===== src/rtl/rtc_bus_pkg.sv =====
// Shared types and constants for the RTC bus arbiter: FSM states, phase offsets,
// idle pin levels and RTC register addresses.
package rtc_bus_pkg;

  typedef enum logic [2:0] {
    ST_IDLE = 3'd0,
    ST_ADDR = 3'd1,
    ST_GAP  = 3'd2,
    ST_DATA = 3'd3,
    ST_FIN  = 3'd4
  } state_t;

  typedef enum logic [3:0] {
    PH_AD_LO, PH_CS_LO, PH_WR_LO, PH_ABUS, PH_AWR_HI, PH_ACS_HI, PH_AD_HI,
    PH_AREL, PH_DCS_LO, PH_STB_LO, PH_DBUS, PH_STB_HI, PH_DCS_HI, PH_FIN
  } phase_t;

  localparam int          DEF_T_STROBE = 5;
  localparam int          DEF_T_GAP    = 9;
  localparam logic        PIN_IDLE     = 1'b1;
  localparam logic [7:0]  BUS_IDLE     = 8'hFF;

  localparam logic [7:0]  RTC_REG_CTRL = 8'h00;
  localparam logic [7:0]  RTC_REG_SEC  = 8'h01;
  localparam logic [7:0]  RTC_REG_MIN  = 8'h02;
  localparam logic [7:0]  RTC_REG_HOUR = 8'h03;

  // Edge offset of each bus event, counted from the grant edge.
  function automatic int phase_off(input phase_t ph, input int ts, input int tg);
    case (ph)
      PH_AD_LO:  return 1;
      PH_CS_LO:  return 2;
      PH_WR_LO:  return 3;
      PH_ABUS:   return 4;
      PH_AWR_HI: return 4 + ts;
      PH_ACS_HI: return 5 + ts;
      PH_AD_HI:  return 6 + ts;
      PH_AREL:   return 8 + ts;
      PH_DCS_LO: return 8 + ts + tg;
      PH_STB_LO: return 9 + ts + tg;
      PH_DBUS:   return 10 + ts + tg;
      PH_STB_HI: return 10 + 2 * ts + tg;
      PH_DCS_HI: return 11 + 2 * ts + tg;
      PH_FIN:    return 13 + 2 * ts + tg;
      default:   return 0;
    endcase
  endfunction

endpackage


===== src/rtl/rr_arbiter.sv =====
// Round-robin picker: combinational one-hot grant, search starts one past the
// last winner; the pointer moves only when the caller asserts advance.
module rr_arbiter #(
  parameter int NREQ = 3,
  localparam int IW = (NREQ > 1) ? $clog2(NREQ) : 1
) (
  input  logic            clock,
  input  logic            reset,
  input  logic [NREQ-1:0] req,
  input  logic            advance,
  output logic [NREQ-1:0] grant,
  output logic [IW-1:0]   grant_idx,
  output logic            any
);

  logic [IW-1:0] r_ptr;

  // First pass covers [ptr, NREQ), second pass wraps to [0, ptr).
  always_comb begin
    any       = 1'b0;
    grant_idx = '0;
    grant     = '0;
    for (int i = 0; i < NREQ; i++) begin
      if (!any && req[i] && (IW'(i) >= r_ptr)) begin
        any       = 1'b1;
        grant_idx = IW'(i);
      end
    end
    for (int i = 0; i < NREQ; i++) begin
      if (!any && req[i]) begin
        any       = 1'b1;
        grant_idx = IW'(i);
      end
    end
    for (int i = 0; i < NREQ; i++) begin
      grant[i] = any && (grant_idx == IW'(i));
    end
  end

  always_ff @(posedge clock) begin
    if (reset) begin
      r_ptr <= '0;
    end else if (advance && any) begin
      r_ptr <= (grant_idx == IW'(NREQ - 1)) ? '0 : grant_idx + IW'(1);
    end
  end

endmodule


===== src/rtl/rtc_bus_arbiter.sv =====
// Shares the RTC multiplexed address/data bus between NREQ requesters and runs
// one address cycle, a gap and one data cycle per grant.
module rtc_bus_arbiter
  import rtc_bus_pkg::*;
#(
  parameter int NREQ     = 3,
  parameter int T_STROBE = DEF_T_STROBE,
  parameter int T_GAP    = DEF_T_GAP
) (
  input  logic              clock,
  input  logic              reset,
  input  logic [NREQ-1:0]   req,
  input  logic [NREQ-1:0]   req_we,
  input  logic [8*NREQ-1:0] req_addr,
  input  logic [8*NREQ-1:0] req_wdata,
  output logic [NREQ-1:0]   gnt,
  output logic [NREQ-1:0]   done,
  output logic [7:0]        rdata,
  output logic              busy,
  output logic              ad,
  output logic              cs,
  output logic              wr,
  output logic              rd,
  output logic [7:0]        bus_out,
  output logic              bus_oe,
  input  logic [7:0]        bus_in,
  output state_t            dbg_state
);

  localparam int IW      = (NREQ > 1) ? $clog2(NREQ) : 1;
  localparam int FIN_OFF = phase_off(PH_FIN, T_STROBE, T_GAP);
  localparam int CW      = $clog2(FIN_OFF) + 1;

  localparam logic [CW-1:0] C_AD_LO  = CW'(phase_off(PH_AD_LO,  T_STROBE, T_GAP));
  localparam logic [CW-1:0] C_CS_LO  = CW'(phase_off(PH_CS_LO,  T_STROBE, T_GAP));
  localparam logic [CW-1:0] C_WR_LO  = CW'(phase_off(PH_WR_LO,  T_STROBE, T_GAP));
  localparam logic [CW-1:0] C_ABUS   = CW'(phase_off(PH_ABUS,   T_STROBE, T_GAP));
  localparam logic [CW-1:0] C_AWR_HI = CW'(phase_off(PH_AWR_HI, T_STROBE, T_GAP));
  localparam logic [CW-1:0] C_ACS_HI = CW'(phase_off(PH_ACS_HI, T_STROBE, T_GAP));
  localparam logic [CW-1:0] C_AD_HI  = CW'(phase_off(PH_AD_HI,  T_STROBE, T_GAP));
  localparam logic [CW-1:0] C_AREL   = CW'(phase_off(PH_AREL,   T_STROBE, T_GAP));
  localparam logic [CW-1:0] C_DCS_LO = CW'(phase_off(PH_DCS_LO, T_STROBE, T_GAP));
  localparam logic [CW-1:0] C_STB_LO = CW'(phase_off(PH_STB_LO, T_STROBE, T_GAP));
  localparam logic [CW-1:0] C_DBUS   = CW'(phase_off(PH_DBUS,   T_STROBE, T_GAP));
  localparam logic [CW-1:0] C_STB_HI = CW'(phase_off(PH_STB_HI, T_STROBE, T_GAP));
  localparam logic [CW-1:0] C_DCS_HI = CW'(phase_off(PH_DCS_HI, T_STROBE, T_GAP));
  localparam logic [CW-1:0] C_FIN    = CW'(FIN_OFF);

  state_t          r_state;
  logic [CW-1:0]   r_cnt;
  logic [NREQ-1:0] r_gnt, r_done;
  logic            r_busy, r_we, r_ad, r_cs, r_wr, r_rd, r_bus_oe;
  logic [7:0]      r_addr, r_wdata, r_rdata, r_bus_out;

  logic [NREQ-1:0] w_grant;
  logic [IW-1:0]   w_idx;
  logic            w_any;
  logic            w_advance;

  assign w_advance = (r_state == ST_IDLE);

  rr_arbiter #(.NREQ(NREQ)) u_rr (
    .clock     (clock),
    .reset     (reset),
    .req       (req),
    .advance   (w_advance),
    .grant     (w_grant),
    .grant_idx (w_idx),
    .any       (w_any)
  );

  // Handshake: a requester holds req until its one-cycle done; everything it
  // presents is captured at grant, so later input changes are ignored.
  // r_cnt holds the edge number (relative to grant) of the upcoming edge.
  always_ff @(posedge clock) begin
    if (reset) begin
      r_state   <= ST_IDLE;
      r_cnt     <= '0;
      r_gnt     <= '0;
      r_done    <= '0;
      r_busy    <= 1'b0;
      r_we      <= 1'b0;
      r_addr    <= '0;
      r_wdata   <= '0;
      r_rdata   <= '0;
      r_ad      <= PIN_IDLE;
      r_cs      <= PIN_IDLE;
      r_wr      <= PIN_IDLE;
      r_rd      <= PIN_IDLE;
      r_bus_out <= BUS_IDLE;
      r_bus_oe  <= 1'b0;
    end else begin
      r_done <= '0;
      if (r_state != ST_IDLE) r_cnt <= r_cnt + CW'(1);
      case (r_state)
        ST_IDLE: begin
          if (w_any) begin
            r_state <= ST_ADDR;
            r_gnt   <= w_grant;
            r_busy  <= 1'b1;
            r_we    <= req_we[w_idx];
            r_addr  <= req_addr[{w_idx, 3'b000} +: 8];
            r_wdata <= req_wdata[{w_idx, 3'b000} +: 8];
            r_cnt   <= CW'(1);
          end
        end
        ST_ADDR: begin
          if (r_cnt == C_AD_LO)  r_ad <= 1'b0;
          if (r_cnt == C_CS_LO)  r_cs <= 1'b0;
          if (r_cnt == C_WR_LO)  r_wr <= 1'b0;
          if (r_cnt == C_ABUS) begin
            r_bus_out <= r_addr;
            r_bus_oe  <= 1'b1;
          end
          if (r_cnt == C_AWR_HI) r_wr <= PIN_IDLE;
          if (r_cnt == C_ACS_HI) r_cs <= PIN_IDLE;
          if (r_cnt == C_AD_HI)  r_ad <= PIN_IDLE;
          if (r_cnt == C_AREL) begin
            r_bus_out <= BUS_IDLE;
            r_bus_oe  <= 1'b0;
            r_state   <= ST_GAP;
          end
        end
        ST_GAP: begin
          if (r_cnt == C_DCS_LO) begin
            r_cs    <= 1'b0;
            r_state <= ST_DATA;
          end
        end
        ST_DATA: begin
          if (r_cnt == C_STB_LO) begin
            if (r_we) r_wr <= 1'b0;
            else      r_rd <= 1'b0;
          end
          if (r_cnt == C_DBUS && r_we) begin
            r_bus_out <= r_wdata;
            r_bus_oe  <= 1'b1;
          end
          if (r_cnt == C_STB_HI) begin
            r_wr <= PIN_IDLE;
            r_rd <= PIN_IDLE;
            if (!r_we) r_rdata <= bus_in;
          end
          if (r_cnt == C_DCS_HI) begin
            r_cs    <= PIN_IDLE;
            r_state <= ST_FIN;
          end
        end
        ST_FIN: begin
          if (r_cnt == C_FIN) begin
            r_bus_out <= BUS_IDLE;
            r_bus_oe  <= 1'b0;
            r_done    <= r_gnt;
            r_gnt     <= '0;
            r_busy    <= 1'b0;
            r_cnt     <= '0;
            r_state   <= ST_IDLE;
          end
        end
        default: r_state <= ST_IDLE;
      endcase
    end
  end

  assign gnt       = r_gnt;
  assign done      = r_done;
  assign rdata     = r_rdata;
  assign busy      = r_busy;
  assign ad        = r_ad;
  assign cs        = r_cs;
  assign wr        = r_wr;
  assign rd        = r_rd;
  assign bus_out   = r_bus_out;
  assign bus_oe    = r_bus_oe;
  assign dbg_state = r_state;

endmodule


===== config.mk =====
export PLATFORM = sky130hd
export DESIGN_NAME = rtc_bus_arbiter
export DESIGN_NICKNAME = d
export VERILOG_FILES = /design/src/rtl/rtc_bus_pkg.sv /design/src/rtl/rr_arbiter.sv /design/src/rtl/rtc_bus_arbiter.sv
export SDC_FILE = /design/constraint.sdc
export NUM_CORES = 1
export LEC_CHECK = 0
export CORE_MARGIN = 1.5
export CORE_UTILIZATION = 42
export CTS_CLUSTER_SIZE = 24
export DETAILED_ROUTE_END_ITERATION = 12
export GPL_TIMING_DRIVEN = 1
export PLACE_DENSITY = 0.78
export SYNTH_ARGS = -nofsm -noshare
export SYNTH_HDL_FRONTEND = slang
export SYNTH_HIERARCHICAL = 1
export SYNTH_SLANG_ARGS = --single-unit
export TNS_END_PERCENT = 1

===== constraint.sdc =====
create_clock -name clock -period 1.97 [get_ports clock]
set_input_delay 0.2955 -clock clock [delete_from_list [all_inputs] [get_ports clock]]
set_output_delay 0.2955 -clock clock [all_outputs]
set_load 0.02 [all_outputs]

==> results.txt <==
----------------------------------------------------
[Setup path]
  Critical Path Source Type ... register
  Register-to-register setup slack ... about 130 ps
  Launch instance of the worst register-to-register path ... r_cnt[0]
  Critical path class ... reg -> reg
  Cell depth of the worst flop-to-flop path ... 6
  FF-to-FF End ... bus_oe
  Crit-path max FO ... 5
  Data required time at the worst endpoint ... approximately 2200 ps
  Signal arrival time at the worst endpoint ... roughly 2100 ps
  Kind of end point of the critical path ... register

[Worst hold path]
  Min-Delay Path Class ... in -> reg
  Hold Crit Start ... reset
  Worst Hold Path Cells ... 2
  End point of the most critical hold path ... rdata[4]

[Placed design]
  Total half-perimeter wirelength after legalization and detailed placement ... 6008 microns
  Placement-stage cell area ... 0.004280 sq mm
  Weighted congestion at the end of routability-driven global placement ... 0.9093
  IO buf count ... 94
  Pre-CTS WS ... -44.50 ps

[Final layout]
  Most common cell after layout, fill and taps aside ... sky130_fd_sc_hd__clkdlybuf4s50_1
  Fillers ... about 640
  Area of all placed cells without fillers ... around 0.0044 sq mm
  Area occupied by multi-input gates ... ~0.0018 sq mm
  Register area ... about 0.0011 sq mm
  Share of cells above drive strength 1 ... 0.1250
  Synth-to-layout area growth ... 42.95%
  Commonest non-fill, non-tap cells in the layout ... sky130_fd_sc_hd__clkdlybuf4s50_1, sky130_fd_sc_hd__nor2_1, sky130_fd_sc_hd__dfxtp_1, sky130_fd_sc_hd__a21oi_1, sky130_fd_sc_hd__mux2i_1
  Core utilization of the finished layout ... 0.6134
  Final nets ... between 500 and 600
  Number of diodes ... 0

[Timing]
  Worst hold margin ... a little under 400 ps
  Relative slew margins ... 0.6351
  Setup Skew ... roughly 8.5 ps
  Max-slew violation total from the final report ... 0
  Tmin final ... 1839 ps
  RSZ-0062 raised after global routing ... no
  Post-route setup slack ... around 130 ps
  Number of setup violations in the final report ... 0
  Final hold viol count ... 0
  Transition at the pin with the smallest max-transition slack ... around 550 ps
  Highest attainable clock frequency ... 543.7 MHz
  Final worst-path cycle share ... 0.9336

[GRT]
  Via count of the first global-routing pass ... 2867
  Most used routing layer in global routing ... met2
  Global routing met1 resource utilization ... 0.2572
  Maximum number of pins on one net before global-route repair ... 35
  Congestion Overflow GR ... 0
  Number of antenna violations at the first check in global routing ... 0
  Overall global routing resource usage ... 0.2091
  Met3 Track Usage GR ... 0.03265
  Global-route wire length before repair ... roughly 13000 microns
  Met2 demand-to-capacity share in global routing ... 0.3822

[Synth]
  Yosys synthesis warning count ... 6
  Number of storage elements in the synthesis netlist ... 56
  Net count after synthesis ... between 400 and 500
  Async set-or-reset flop fraction in the synthesized netlist ... 0
  Portion of the post-synthesis area used by sequential elements ... 0.3641
  Post-synthesis instance area ... 0.003079 sq mm
  Mean instance size in the synthesized netlist ... about 8.5 sq um
  Primary flip-flop cell chosen by synthesis mapping ... sky130_fd_sc_hd__dfxtp_1
  Post-Syn Instances ... 362
  Library cells used by synthesis ... between 50 and 60
  Number of enable flip-flop cells after synthesis ... 0

[Outcome]
  Run status ... finished, final reports clean

[Flow run]
  Max cap viols ... 0

[Die]
  Starting utilization of the core area ... 0.4291
  Core Box Area ... roughly 0.0072 sq mm
  Ports placed on the boundary ... 95
  Vertical die dimension ... between 80 and 90 microns
  Width of the chip ... approximately 89 microns
  Placement Rows ... 31
  Overall die area ... roughly 0.008 sq mm

[Routing]
  Via count ... 3021
  Post-route DRC ... 0
  Average wire per cell in the routed design ... 13.85 microns
  Count of TritonRoute iterations in the first routing pass ... 4
  Number of violations reported at the end of detailed-routing iteration 0 ... about 160
  Routed Antenna Nets ... 0
  Vias per cell ... ~5.4
  Total detailed-routing wirelength ... around 8000 microns

[CTS]
  Later-pin clock latency in the skew report ... 310 ps
  Clk pin slew, worst setup/hold paths ... roughly 100 ps
  Htree depth ... 2
  TritonCTS clock tree ... built
  TritonCTS Buffers ... 5
  Clk sinks ... 56
  Number of post-CTS setup repair buffers ... 0
  CTS Buffer Depth ... 2
  Clock root buffer master ... sky130_fd_sc_hd__clkbuf_8

[Power]
  Leakage Power ... between 1.5 and 2 nW
  Pwr dens ... 563.6 mW/mm^2
  Largest voltage drop on the vdd net ... between 0.3 and 0.4 mV

----------------------------------------------------
metal layers:
layer  up-vias  share of wire
met5         -              0
met4         0         0.0092
met3         8          0.044
met2        77           0.51
met1      1424           0.43
li1       1512              -
where the power goes:
group | internal, W | switching, W
Sequential | 0.00118 | 0.0000413
Combinational | 0.000288 | 0.000220
Clock | 0.000377 | 0.000371
Total | 0.00185 | 0.000633
cell usage after synthesis, types with 2 or more instances:
cell type,number,area (sq um)
sky130_fd_sc_hd__o21ai_0,9,45.04
sky130_fd_sc_hd__a311oi_1,4,35.03
sky130_fd_sc_hd__nand3b_1,3,22.52
sky130_fd_sc_hd__o211a_1,4,40.04
sky130_fd_sc_hd__dfxtp_1,56,1121
sky130_fd_sc_hd__nor3_4,2,32.53
sky130_fd_sc_hd__a22o_1,3,26.28
sky130_fd_sc_hd__and2_1,2,12.51
sky130_fd_sc_hd__nand2_1,9,33.78
sky130_fd_sc_hd__or2_2,3,18.77
sky130_fd_sc_hd__clkbuf_1,15,56.30
sky130_fd_sc_hd__buf_1,2,7.510
sky130_fd_sc_hd__nand3_1,3,15.01
sky130_fd_sc_hd__nor2_1,65,244.0
sky130_fd_sc_hd__ha_1,4,50.05
sky130_fd_sc_hd__mux2i_1,33,330.3
sky130_fd_sc_hd__xnor2_1,3,26.28
sky130_fd_sc_hd__a211oi_1,20,150.1
sky130_fd_sc_hd__buf_4,2,15.01
sky130_fd_sc_hd__inv_1,4,15.01
sky130_fd_sc_hd__a211o_1,8,70.07
sky130_fd_sc_hd__o21bai_1,3,22.52
sky130_fd_sc_hd__and3_1,2,12.51
sky130_fd_sc_hd__o21a_1,2,15.01
sky130_fd_sc_hd__o21ba_2,2,20.02
sky130_fd_sc_hd__buf_2,11,55.05
sky130_fd_sc_hd__nor3_1,6,30.03
sky130_fd_sc_hd__nor3b_1,6,45.04
sky130_fd_sc_hd__nand2b_1,10,62.56
sky130_fd_sc_hd__a21oi_1,35,175.2
sky130_fd_sc_hd__nor2b_1,6,37.54
sky130_fd_sc_hd__a31oi_1,6,37.54
state kept, by name, indices dropped and copies added, names as in the netlist, 2 cells and up:
register    count
rdata           8
r_cnt           6
r_addr          8
dbg_state       3
r_wdata         8
gnt             3
bus_out         8
done            3
u_rr/r_ptr      2
timing repair:
item / in CTS / in global routing
endpoints found under the setup margin: 2 / 19
gates resized for setup: 2 / 4
hold buffers: 0 / 0
area by class of cell:
class | count | area share
multi-input combinational | 272 | 0.4122
inverter | 4 | 0.003411
timing repair buffer | 124 | 0.2752
clock inverter | 3 | 0.009665
tap | 99 | 0.02814
clock buffer | 5 | 0.01563
sequential | 56 | 0.2558
through the flow:
step	instances	TNS, ps	power (W)
6_report	563	0	0.002481
3_3_place_gp	555	0	0.001747
4_1_cts	563	0	0.002499
5_1_grt	563	0	0.002592
3_5_place_dp	555	-117.7	0.001758
2_1_floorplan	362	0	0.001515
kinds of logic (layout without fill, tap and decap cells):
group           count (synthesis)  count (layout)  synth area share
compound gates                104             104            0.2308
xor+xnor                        3               3          0.008535
fa+ha+maj                       4               4           0.01625
buf+inv                        34             136           0.04835
flops                          56              56            0.3641
mux                            33              33            0.1073
simple gates                  128             128            0.2247
worst max path at each step:
stage	from	endpoint	slack (ps)	cells past startpoint
2_1_floorplan	u_rr/r_ptr[1]	r_addr[7]	40	9
6_report	r_cnt[0]	bus_oe	130	6
3_5_place_dp	req[2]	r_wdata[6]	-40	7
5_1_grt	u_rr/r_ptr[1]	r_addr[2]	40	8
4_1_cts	dbg_state[2]	dbg_state[2]	60	2
3_3_place_gp	req[0]	gnt[2]	3	7
critical path, stage by stage (launching register included):
cell	delay, ps
sky130_fd_sc_hd__dfxtp_2	380
sky130_fd_sc_hd__inv_1	90
sky130_fd_sc_hd__ha_1	240
sky130_fd_sc_hd__nor2b_1	140
sky130_fd_sc_hd__o2111a_1	300
sky130_fd_sc_hd__or4b_1	520
sky130_fd_sc_hd__a21oi_1	120
No activity file was read; power rests on OpenSTA's default activity.
